[src/rtl/amm_transmitter.sv]
// Avalon-MM command issuer: write bursts of pattern data or read bursts, plus compare descriptors.
// Latency: 1 cycle from command accept to first write request; reads pass through RD_WAIT first.
// Backpressure: waitrequest holds all request outputs; reads stall until in-flight words fit MAX_RD_WORDS.
//
// Ports: clk_i/rst_n_i (async active-low), start_test_i clears stats and in-flight count,
//        cmd_* command handshake, amm_* Avalon-MM master, cmp_* one-cycle read descriptor.
// Optional macro TX_STAT_EN adds stat_wr_words_o / stat_rd_cmds_o saturating counters.
module amm_transmitter #(
    parameter  int AMM_DATA_W   = 128,
    parameter  int ADDR_W       = 32,
    parameter  int AMM_BURST_W  = 11,
    parameter  int MAX_RD_WORDS = 64,
    localparam int DATA_B_W     = AMM_DATA_W / 8,
    localparam int ADDR_B_W     = $clog2(DATA_B_W)
) (
    input  logic                       clk_i,
    input  logic                       rst_n_i,
    input  logic                       start_test_i,

    input  logic                       cmd_valid_i,
    output logic                       cmd_ready_o,
    input  logic                       cmd_op_i,
    input  logic [ADDR_W-1:0]          cmd_addr_i,
    input  logic [AMM_BURST_W-2:0]     cmd_words_i,
    input  logic [ADDR_B_W-1:0]        cmd_start_off_i,
    input  logic [ADDR_B_W-1:0]        cmd_end_off_i,
    input  logic                       cmd_rnd_i,
    input  logic [7:0]                 cmd_ptrn_i,

    output logic [ADDR_W-ADDR_B_W-1:0] amm_address_o,
    output logic                       amm_read_o,
    output logic                       amm_write_o,
    output logic [AMM_DATA_W-1:0]      amm_writedata_o,
    output logic [DATA_B_W-1:0]        amm_byteenable_o,
    output logic [AMM_BURST_W-1:0]     amm_burstcount_o,
    input  logic                       amm_waitrequest_i,
    input  logic                       amm_readdatavalid_i,

    output logic                       cmp_en_o,
    output logic [ADDR_W-1:0]          cmp_addr_o,
    output logic [AMM_BURST_W-2:0]     cmp_words_o,
    output logic [ADDR_B_W-1:0]        cmp_start_off_o,
    output logic [ADDR_B_W-1:0]        cmp_end_off_o,
    output logic                       cmp_rnd_o,
    output logic [7:0]                 cmp_ptrn_o
`ifdef TX_STAT_EN
    ,
    output logic [31:0]                stat_wr_words_o,
    output logic [31:0]                stat_rd_cmds_o
`endif
);

    localparam int CNT_W = $clog2(MAX_RD_WORDS) + 1;

    typedef enum logic [1:0] {IDLE, RD_WAIT, WR, RD} state_t;

    state_t                 state_q;
    logic [ADDR_W-1:0]      cmd_addr_q;
    logic [AMM_BURST_W-2:0] cmd_words_q;
    logic [ADDR_B_W-1:0]    cmd_start_off_q;
    logic [ADDR_B_W-1:0]    cmd_end_off_q;
    logic                   cmd_rnd_q;
    logic [7:0]             cmd_ptrn_q;
    logic [AMM_BURST_W-2:0] beat_cnt_q;
    logic [7:0]             pattern_q;
    logic [CNT_W-1:0]       inflight_q;

    logic                   rd_acc;
    logic                   wr_acc;
    logic [AMM_BURST_W-1:0] burst_len;
    logic [31:0]            rd_need;
    logic                   credit_ok;
    logic [7:0]             pattern_nxt;

    // Byte lane i is enabled when it lies at/after start_off on the first beat
    // and at/before end_off on the last beat; a single beat applies both limits.
    function automatic logic [DATA_B_W-1:0] lane_mask(
        input logic                first,
        input logic                last,
        input logic [ADDR_B_W-1:0] so,
        input logic [ADDR_B_W-1:0] eo
    );
        logic [DATA_B_W-1:0] m;
        m = '0;
        for (int i = 0; i < DATA_B_W; i++) begin
            m[i] = (!first || (ADDR_B_W'(i) >= so)) && (!last || (ADDR_B_W'(i) <= eo));
        end
        return m;
    endfunction

    function automatic logic [7:0] lfsr_step(input logic [7:0] p);
        return {p[6:0], p[6] ^ p[1] ^ p[0]};
    endfunction

    assign rd_acc      = amm_read_o  && !amm_waitrequest_i;
    assign wr_acc      = amm_write_o && !amm_waitrequest_i;
    assign burst_len   = {1'b0, cmd_words_q} + AMM_BURST_W'(1);
    // Sum computed wide so a long burst cannot wrap the comparison.
    assign rd_need     = 32'(inflight_q) + 32'(burst_len);
    assign credit_ok   = (rd_need <= 32'(MAX_RD_WORDS));
    assign pattern_nxt = cmd_rnd_q ? lfsr_step(pattern_q) : pattern_q;

    // In-flight read words: add the burst on read accept, retire one per returned word.
    // A returned word with nothing outstanding is ignored so the count cannot underflow.
    always_ff @(posedge clk_i or negedge rst_n_i) begin
        if (!rst_n_i) begin
            inflight_q <= '0;
        end else if (start_test_i) begin
            inflight_q <= '0;
        end else begin
            inflight_q <= inflight_q
                        + (rd_acc ? CNT_W'(burst_len) : CNT_W'(0))
                        - ((amm_readdatavalid_i && (inflight_q != '0)) ? CNT_W'(1) : CNT_W'(0));
        end
    end

    always_ff @(posedge clk_i or negedge rst_n_i) begin
        if (!rst_n_i) begin
            state_q          <= IDLE;
            cmd_ready_o      <= 1'b1;
            cmd_addr_q       <= '0;
            cmd_words_q      <= '0;
            cmd_start_off_q  <= '0;
            cmd_end_off_q    <= '0;
            cmd_rnd_q        <= 1'b0;
            cmd_ptrn_q       <= '0;
            beat_cnt_q       <= '0;
            pattern_q        <= '0;
            amm_address_o    <= '0;
            amm_read_o       <= 1'b0;
            amm_write_o      <= 1'b0;
            amm_writedata_o  <= '0;
            amm_byteenable_o <= '0;
            amm_burstcount_o <= '0;
            cmp_en_o         <= 1'b0;
            cmp_addr_o       <= '0;
            cmp_words_o      <= '0;
            cmp_start_off_o  <= '0;
            cmp_end_off_o    <= '0;
            cmp_rnd_o        <= 1'b0;
            cmp_ptrn_o       <= '0;
        end else begin
            cmp_en_o <= 1'b0;
            case (state_q)
                IDLE: begin
                    if (cmd_valid_i) begin
                        cmd_ready_o      <= 1'b0;
                        cmd_addr_q       <= cmd_addr_i;
                        cmd_words_q      <= cmd_words_i;
                        cmd_start_off_q  <= cmd_start_off_i;
                        cmd_end_off_q    <= cmd_end_off_i;
                        cmd_rnd_q        <= cmd_rnd_i;
                        cmd_ptrn_q       <= cmd_ptrn_i;
                        amm_address_o    <= cmd_addr_i[ADDR_W-1:ADDR_B_W];
                        amm_burstcount_o <= {1'b0, cmd_words_i} + AMM_BURST_W'(1);
                        if (!cmd_op_i) begin
                            // First write beat goes out on the next cycle with the seed pattern.
                            state_q          <= WR;
                            amm_write_o      <= 1'b1;
                            beat_cnt_q       <= cmd_words_i;
                            pattern_q        <= cmd_ptrn_i;
                            amm_writedata_o  <= {DATA_B_W{cmd_ptrn_i}};
                            amm_byteenable_o <= lane_mask(1'b1, cmd_words_i == '0,
                                                          cmd_start_off_i, cmd_end_off_i);
                        end else begin
                            state_q <= RD_WAIT;
                        end
                    end
                end
                RD_WAIT: begin
                    if (credit_ok) begin
                        state_q    <= RD;
                        amm_read_o <= 1'b1;
                    end
                end
                RD: begin
                    if (rd_acc) begin
                        state_q          <= IDLE;
                        cmd_ready_o      <= 1'b1;
                        amm_read_o       <= 1'b0;
                        amm_address_o    <= '0;
                        amm_burstcount_o <= '0;
                        cmp_en_o         <= 1'b1;
                        cmp_addr_o       <= cmd_addr_q;
                        cmp_words_o      <= cmd_words_q;
                        cmp_start_off_o  <= cmd_start_off_q;
                        cmp_end_off_o    <= cmd_end_off_q;
                        cmp_rnd_o        <= cmd_rnd_q;
                        cmp_ptrn_o       <= cmd_ptrn_q;
                    end
                end
                WR: begin
                    if (wr_acc) begin
                        if (beat_cnt_q == '0) begin
                            state_q          <= IDLE;
                            cmd_ready_o      <= 1'b1;
                            amm_write_o      <= 1'b0;
                            amm_writedata_o  <= '0;
                            amm_byteenable_o <= '0;
                            amm_address_o    <= '0;
                            amm_burstcount_o <= '0;
                        end else begin
                            beat_cnt_q       <= beat_cnt_q - 1'b1;
                            pattern_q        <= pattern_nxt;
                            amm_writedata_o  <= {DATA_B_W{pattern_nxt}};
                            // Next beat is the last when the count about to be loaded reaches zero.
                            amm_byteenable_o <= lane_mask(1'b0, beat_cnt_q == AMM_BURST_W'(1),
                                                          cmd_start_off_q, cmd_end_off_q);
                        end
                    end
                end
                default: begin
                    state_q     <= IDLE;
                    cmd_ready_o <= 1'b1;
                end
            endcase
        end
    end

`ifdef TX_STAT_EN
    always_ff @(posedge clk_i or negedge rst_n_i) begin
        if (!rst_n_i) begin
            stat_wr_words_o <= '0;
            stat_rd_cmds_o  <= '0;
        end else if (start_test_i) begin
            stat_wr_words_o <= '0;
            stat_rd_cmds_o  <= '0;
        end else begin
            if (wr_acc && (stat_wr_words_o != '1)) stat_wr_words_o <= stat_wr_words_o + 1'b1;
            if (rd_acc && (stat_rd_cmds_o  != '1)) stat_rd_cmds_o  <= stat_rd_cmds_o  + 1'b1;
        end
    end
`endif

endmodule
[config.mk]
export PLATFORM = sky130hd
export DESIGN_NAME = amm_transmitter
export DESIGN_NICKNAME = d
export VERILOG_FILES = /design/src/rtl/amm_transmitter.sv
export SDC_FILE = /design/constraint.sdc
export NUM_CORES = 1
export LEC_CHECK = 0
export ABC_AREA = 1
export ABC_CLOCK_PERIOD_IN_PS = 2150
export BUFFER_PORTS_ARGS = -buffer_cell sky130_fd_sc_hd__buf_2
export CAP_MARGIN = 5
export CORE_ASPECT_RATIO = 1.75
export CORE_MARGIN = 4
export CORE_UTILIZATION = 48
export DETAILED_ROUTE_END_ITERATION = 6
export PLACE_DENSITY = 0.78
export SETUP_SLACK_MARGIN = 0.15
export SLEW_MARGIN = 5
export SYNTH_ARGS = -nofsm -noshare
export SYNTH_HDL_FRONTEND = slang
export SYNTH_SLANG_ARGS = --single-unit
[constraint.sdc]
create_clock -name clk_i -period 2.15 [get_ports clk_i]
set_input_delay 0.43 -clock clk_i [delete_from_list [all_inputs] [get_ports clk_i]]
set_output_delay 0.43 -clock clk_i [all_outputs]
set_load 0.01 [all_outputs]
Word level (Yosys, flattened, before mapping)
Index checks and enable logic that the tools add are counted.
- $add $sub $neg: 6
- $lt $le $gt $ge: 49
- equal/unequal tests: 11
- multiplexer cells: 56
- bitwise logic cells: 2
- reductions and logical operators: 69
- operators with widths (operator ; count):
    $mux 128 ; 4
    $pmux 128 s2 ; 1
    $mux 28 ; 4
    $pmux 28 s3 ; 1
    $le 4x4->1 const A ; 16
    $mux 16 ; 4
    $mux 11 ; 4
    $mux 10 ; 4
    $mux 8 ; 5
    $pmux 11 s3 ; 1
    $ge 4x4->1 const A ; 8
    $le 3x4->1 const A ; 8
    $logic_or 1x1->1 ; 32
    $pmux 16 s2 ; 1
    $add 10x1->11 const B ; 2
    $logic_not 10->1 ; 2
    $pmux 10 s2 ; 1
    $reduce_and 5->1 ; 4
    $logic_and 1x1->1 ; 19
    $ge 3x4->1 const A ; 4
    $le 1x4->1 const A ; 4
    $le 2x4->1 const A ; 4
    $pmux 8 s2 ; 1
    $mux 7 ; 2
    25 further kinds ; 57
- register bits after elaboration: 332
- bits of input ports: 66
- output and inout bits: 246
- word-level logic and storage cells: 217

Logic depth before layout (Yosys ltp)
- word-level depth: 7
- gate-level depth with buffers: 16
- gate-level depth less buffers: 16

Worst setup path after synthesis
Ideal clock, no wire load.
- path kind: reg-to-reg
- from: register inflight_q[1]
- to: register inflight_q[6]
- setup time: 119 ps
- arrival: 2249 ps
- data required time: 2031 ps
- slack: -218 ps
- stages on the path, launching flop included: 14
- buffers on the path: 0
- period minus slack after synthesis: 2368 ps
- path through: dfrtp_1 nor4_1 a21boi_0 ha_1 inv_1 ha_1 fa_1 nand3_1 nand3_1 a21o_1 a21oi_1 nand3_1 nand2_1 nor2_1
- cells in the longest elaborated chain, start to end: 5
- elaborated cells between the ends (all ways): 6
- those cells by class: 2 x add/sub; 2 x mux; 2 x reduce/logical
- ends and longest elaborated chain (what ; line ; text):
    start: declaration ; 66 ; logic [CNT_W-1:0] inflight_q;
    start signal: assignment ; 111 ; inflight_q <= inflight_q
    branches (longest 3 deep; another with $add 7x7->7) ; -- ;
    $sub 7x1->7 * ; 113 ; - ((amm_readdatavalid_i && (inflight_q != '0)) ? CNT_W'(1) : CNT_W'(0));
    $mux 7 * ; 108 ; end else if (start_test_i) begin
Mark *: on every way between the ends.
A chain may end at the register's enable or synchronous reset.

Worst setup path after layout
Ends and elaborated chain as after synthesis.

==> out/qor.yml <==
outcome:
  run_status: "finished with violations"
  violations: "setup timing"
power_and_ir_drop:
  comb_power_share: 0.530
  p_int_mw: 13.8
  p_sw_frac: 0.433
  clkPwrFrac: 0.169
  p_leak_nw: 7.48
  powerDensity_mw_per_mm2: 1790
  seqPwrFrac: 0.301
  p_sw_mw: 10.5
  max-vdd-ir-drop_mv: 0.978
sta:
  tightest_slew_ns: 0.705
  min_period_ns: 2.35
  clock.fmax_mhz: 426
  hold_ws_ns: 0.121
  setup_viol: 6
  maxSlewViolCount: 0
  tns_ns: -0.647
  hold_violations: 0
  rsz0062_at_grt: "yes"
  relSlewSlack: 0.530
  layout_setup_ws_ns: -0.197
  timing.final.crit_share: 1.09
  skew_ns: 0.00758
routing:
  route.detailed.drc: 0
  drt_iter0_markers: 648
  post_drt_via_cell_ratio: 5.14
  totalWireLength_mm: 31.3
  post_drt_wl_per_cell_um: 16.7
  vias: 9613
  drtAntennaViolNets: 0
  first_pass_iters: 5
global_route:
  antenna_found_initial: 7
  grt.total_usage: 0.229
  grt_max_degree: 79
  grt_pass1_vias: 9163
  grt.overflow.total: 0
  grt_pass1_wl_mm: 46.2
clock_tree:
  cts_sinks: 212
  path_clk_slew_ns: 0.07
  numCtsBuffers: 22
  cts.path.max_buffers: 3
  cts_tree: "built"
  clk_latency_ns: 0.51
  htreeDepth: 1
  cts-root-buf: "clkbuf_16"
layout:
  final_core_util: 0.616
  finalNonFillerCells: 1872
  syn_to_final_growth_pct: 25.9
  drive_gt1_frac: 0.346
  stdcell_area_mm2: 0.0136
  multi_input_area_mm2: 0.00426
  regArea_mm2: 0.00531
  fillers: 1911
  final_nets: 1650
logic_synthesis:
  syn_inst: 1307
  synth_nets: 1400
  ys_warn_count: 0
  avgSynthCellArea_um2: 8.29
  netlist_area_mm2: 0.0108
  synth-async-reset-ratio: 1.00
  synth-main-ff-cell: "dfrtp_1"
  synth-edff-count: 0
  ys_ff_latch: 212
  ys_seq_area_frac: 0.490
  yosysUniqueCellTypes: 49
critical_path:
  required_ns: 2.55
  path_class: "flip-flop to flip-flop"
  crit_chain: "nor4_2 -> a21boi_1 -> ha_1 -> inv_2 -> ha_4 -> fa_2 -> nand3_2 -> nand3_2 -> a21o_1 -> a21oi_2 -> nand3_1 -> nand2_1 -> nor2_1"
  cp_slowest_cell: "dfrtp_1"
  path_common_cell: "nand3_2"
  cp_max_fo: 2
  endpoint_kind: "flip-flop"
  critPathLaunchType: "flip-flop"
  slowest_delay_ns: 0.39
  critPathArrivalTime_ns: 2.75
die:
  dieWidth_um: 122
  core_region_area_mm2: 0.0222
  num_rows: 72
  die_y_um: 207
  start_util: 0.489
  ios: 312
  die_area_mm2: 0.0251
place:
  place_congestion: 0.947
  port_buffers: 311
  place_area_mm2: 0.0122
  numPlacedInstances: 1808
  dp_hpwl_mm: 22.3
worst_hold_path:
  hold_class: "primary input to flip-flop"
run:
  cap_violations: 0
[what timing repair did]
action,in CTS,in global routing
hold buffers,1,0
setup buffers,4,9
gates resized for setup,15,89
endpoints found under the setup margin,71,77
hold endpoints to repair,52,0
cloned,0,7
pin swaps,5,8
[kinds of logic (layout without fill, tap and decap cells)]
kind of cell,Yosys count,after routing,share of synthesized area
flip-flops,212,212,0.490
AO/OA/AOI/OAI,229,229,0.116
AND/OR/NAND/NOR,520,520,0.198
other,0,3,0
adder cells (fa/ha/maj),27,27,0.0326
buffers and inverters,308,574,0.155
XOR/XNOR,11,11,0.00889
[final timing paths]
path                                        start                end  slack, ns  cells after the start
worst min register to register  amm_address_o[24]  amm_address_o[24]       0.47                      2
max in group asynchronous                 rst_n_i  amm_address_o[18]       1.02                      3
worst max register to register      inflight_q[1]      inflight_q[6]      -0.20                     13
worst max-delay path                inflight_q[1]      inflight_q[6]      -0.20                     13
worst min-delay path                cmd_addr_i[0]      cmd_addr_q[0]       0.12                      3
min in group asynchronous                 rst_n_i     cmp_addr_o[12]       0.42                      2
[worst max-delay path: cells and delay by family, from the launching register on]
family	cells	cell delay, ns
buffers and inverters	1	0.05
and+or+nand+nor	6	0.60
DFF	1	0.39
AOI/OAI and AO/OA	3	0.39
adders and majority gates	3	0.80
[cell usage in the layout (no fill, tap or decap), types with 13 or more instances in the layout]
cell type,n
buf_4,60
nand2_2,27
nand2_1,364
a21oi_1,29
inv_1,129
clkbuf_16,26
nand3_1,31
dfrtp_1,211
nand2_4,14
nor2_1,41
o21ai_0,148
ha_1,16
buf_2,310
o21ai_2,13
[state kept, by name (all words and copies together), names as in the netlist, 7 cells and up]
signal / flops
cmd_addr_q: 32
cmp_addr_o: 32
amm_address_o: 28
amm_byteenable_o: 16
amm_burstcount_o: 11
beat_cnt_q: 10
cmd_words_q: 10
cmp_words_o: 10
amm_writedata_o: 8
cmd_ptrn_q: 8
cmp_ptrn_o: 8
pattern_q: 8
inflight_q: 7
[power groups by stage]
stage,Combinational [mW],Sequential (mW),Clock [mW]
final,12.9,7.33,4.11
after global routing,14.2,7.56,4.35
after CTS,11.5,7.23,4.17
after detailed placement,11.2,7.25,0
after global placement,10.9,7.18,0
after floorplan,7.53,7.58,0
[per-layer routing]
| layer | track usage | vias up | routed length [µm] | share of wire |
|---|---|---|---|---|
| met4 | 0.0974 | 8 | 1640 | 0.052 |
| met3 | 0.0371 | 113 | 2170 | 0.069 |
| met5 | 0 | - | 47 | 0.0015 |
| met1 | 0.244 | 4553 | 10600 | 0.34 |
| li1 | - | 4521 | - | - |
| met2 | 0.439 | 418 | 16800 | 0.54 |
[Yosys cell counts (all sizes together), types with 11 or more instances]
cell	n	area share
nand2	405	0.14
dfrtp	211	0.49
o21ai	172	0.083
inv	142	0.050
buf	141	0.096
nor2	50	0.021
nand3	40	0.019
a21oi	35	0.016
ha	25	0.029
clkbuf	24	0.0083
nor3	14	0.0080
xor2	11	0.0089
[stage by stage]
stage,setup WS (ns),power [mW]
2_1_floorplan,-0.120,15.1
3_3_place_gp,-0.273,18.0
3_5_place_dp,-0.281,18.4
4_1_cts,-0.197,22.9
5_1_grt,-0.341,26.2
6_report,-0.197,24.4
[cell type report]
cell class	instances	area share
timing repair inverter	2	0.000917
sequential	212	0.389
multi-input combinational	787	0.312
timing repair buffer	389	0.171
clock inverter	11	0.0110
tap	296	0.0272
clock buffer	29	0.0474
inverter	143	0.0405
antenna	3	0.000550
Note: power is estimated with default switching activity, not from simulation.
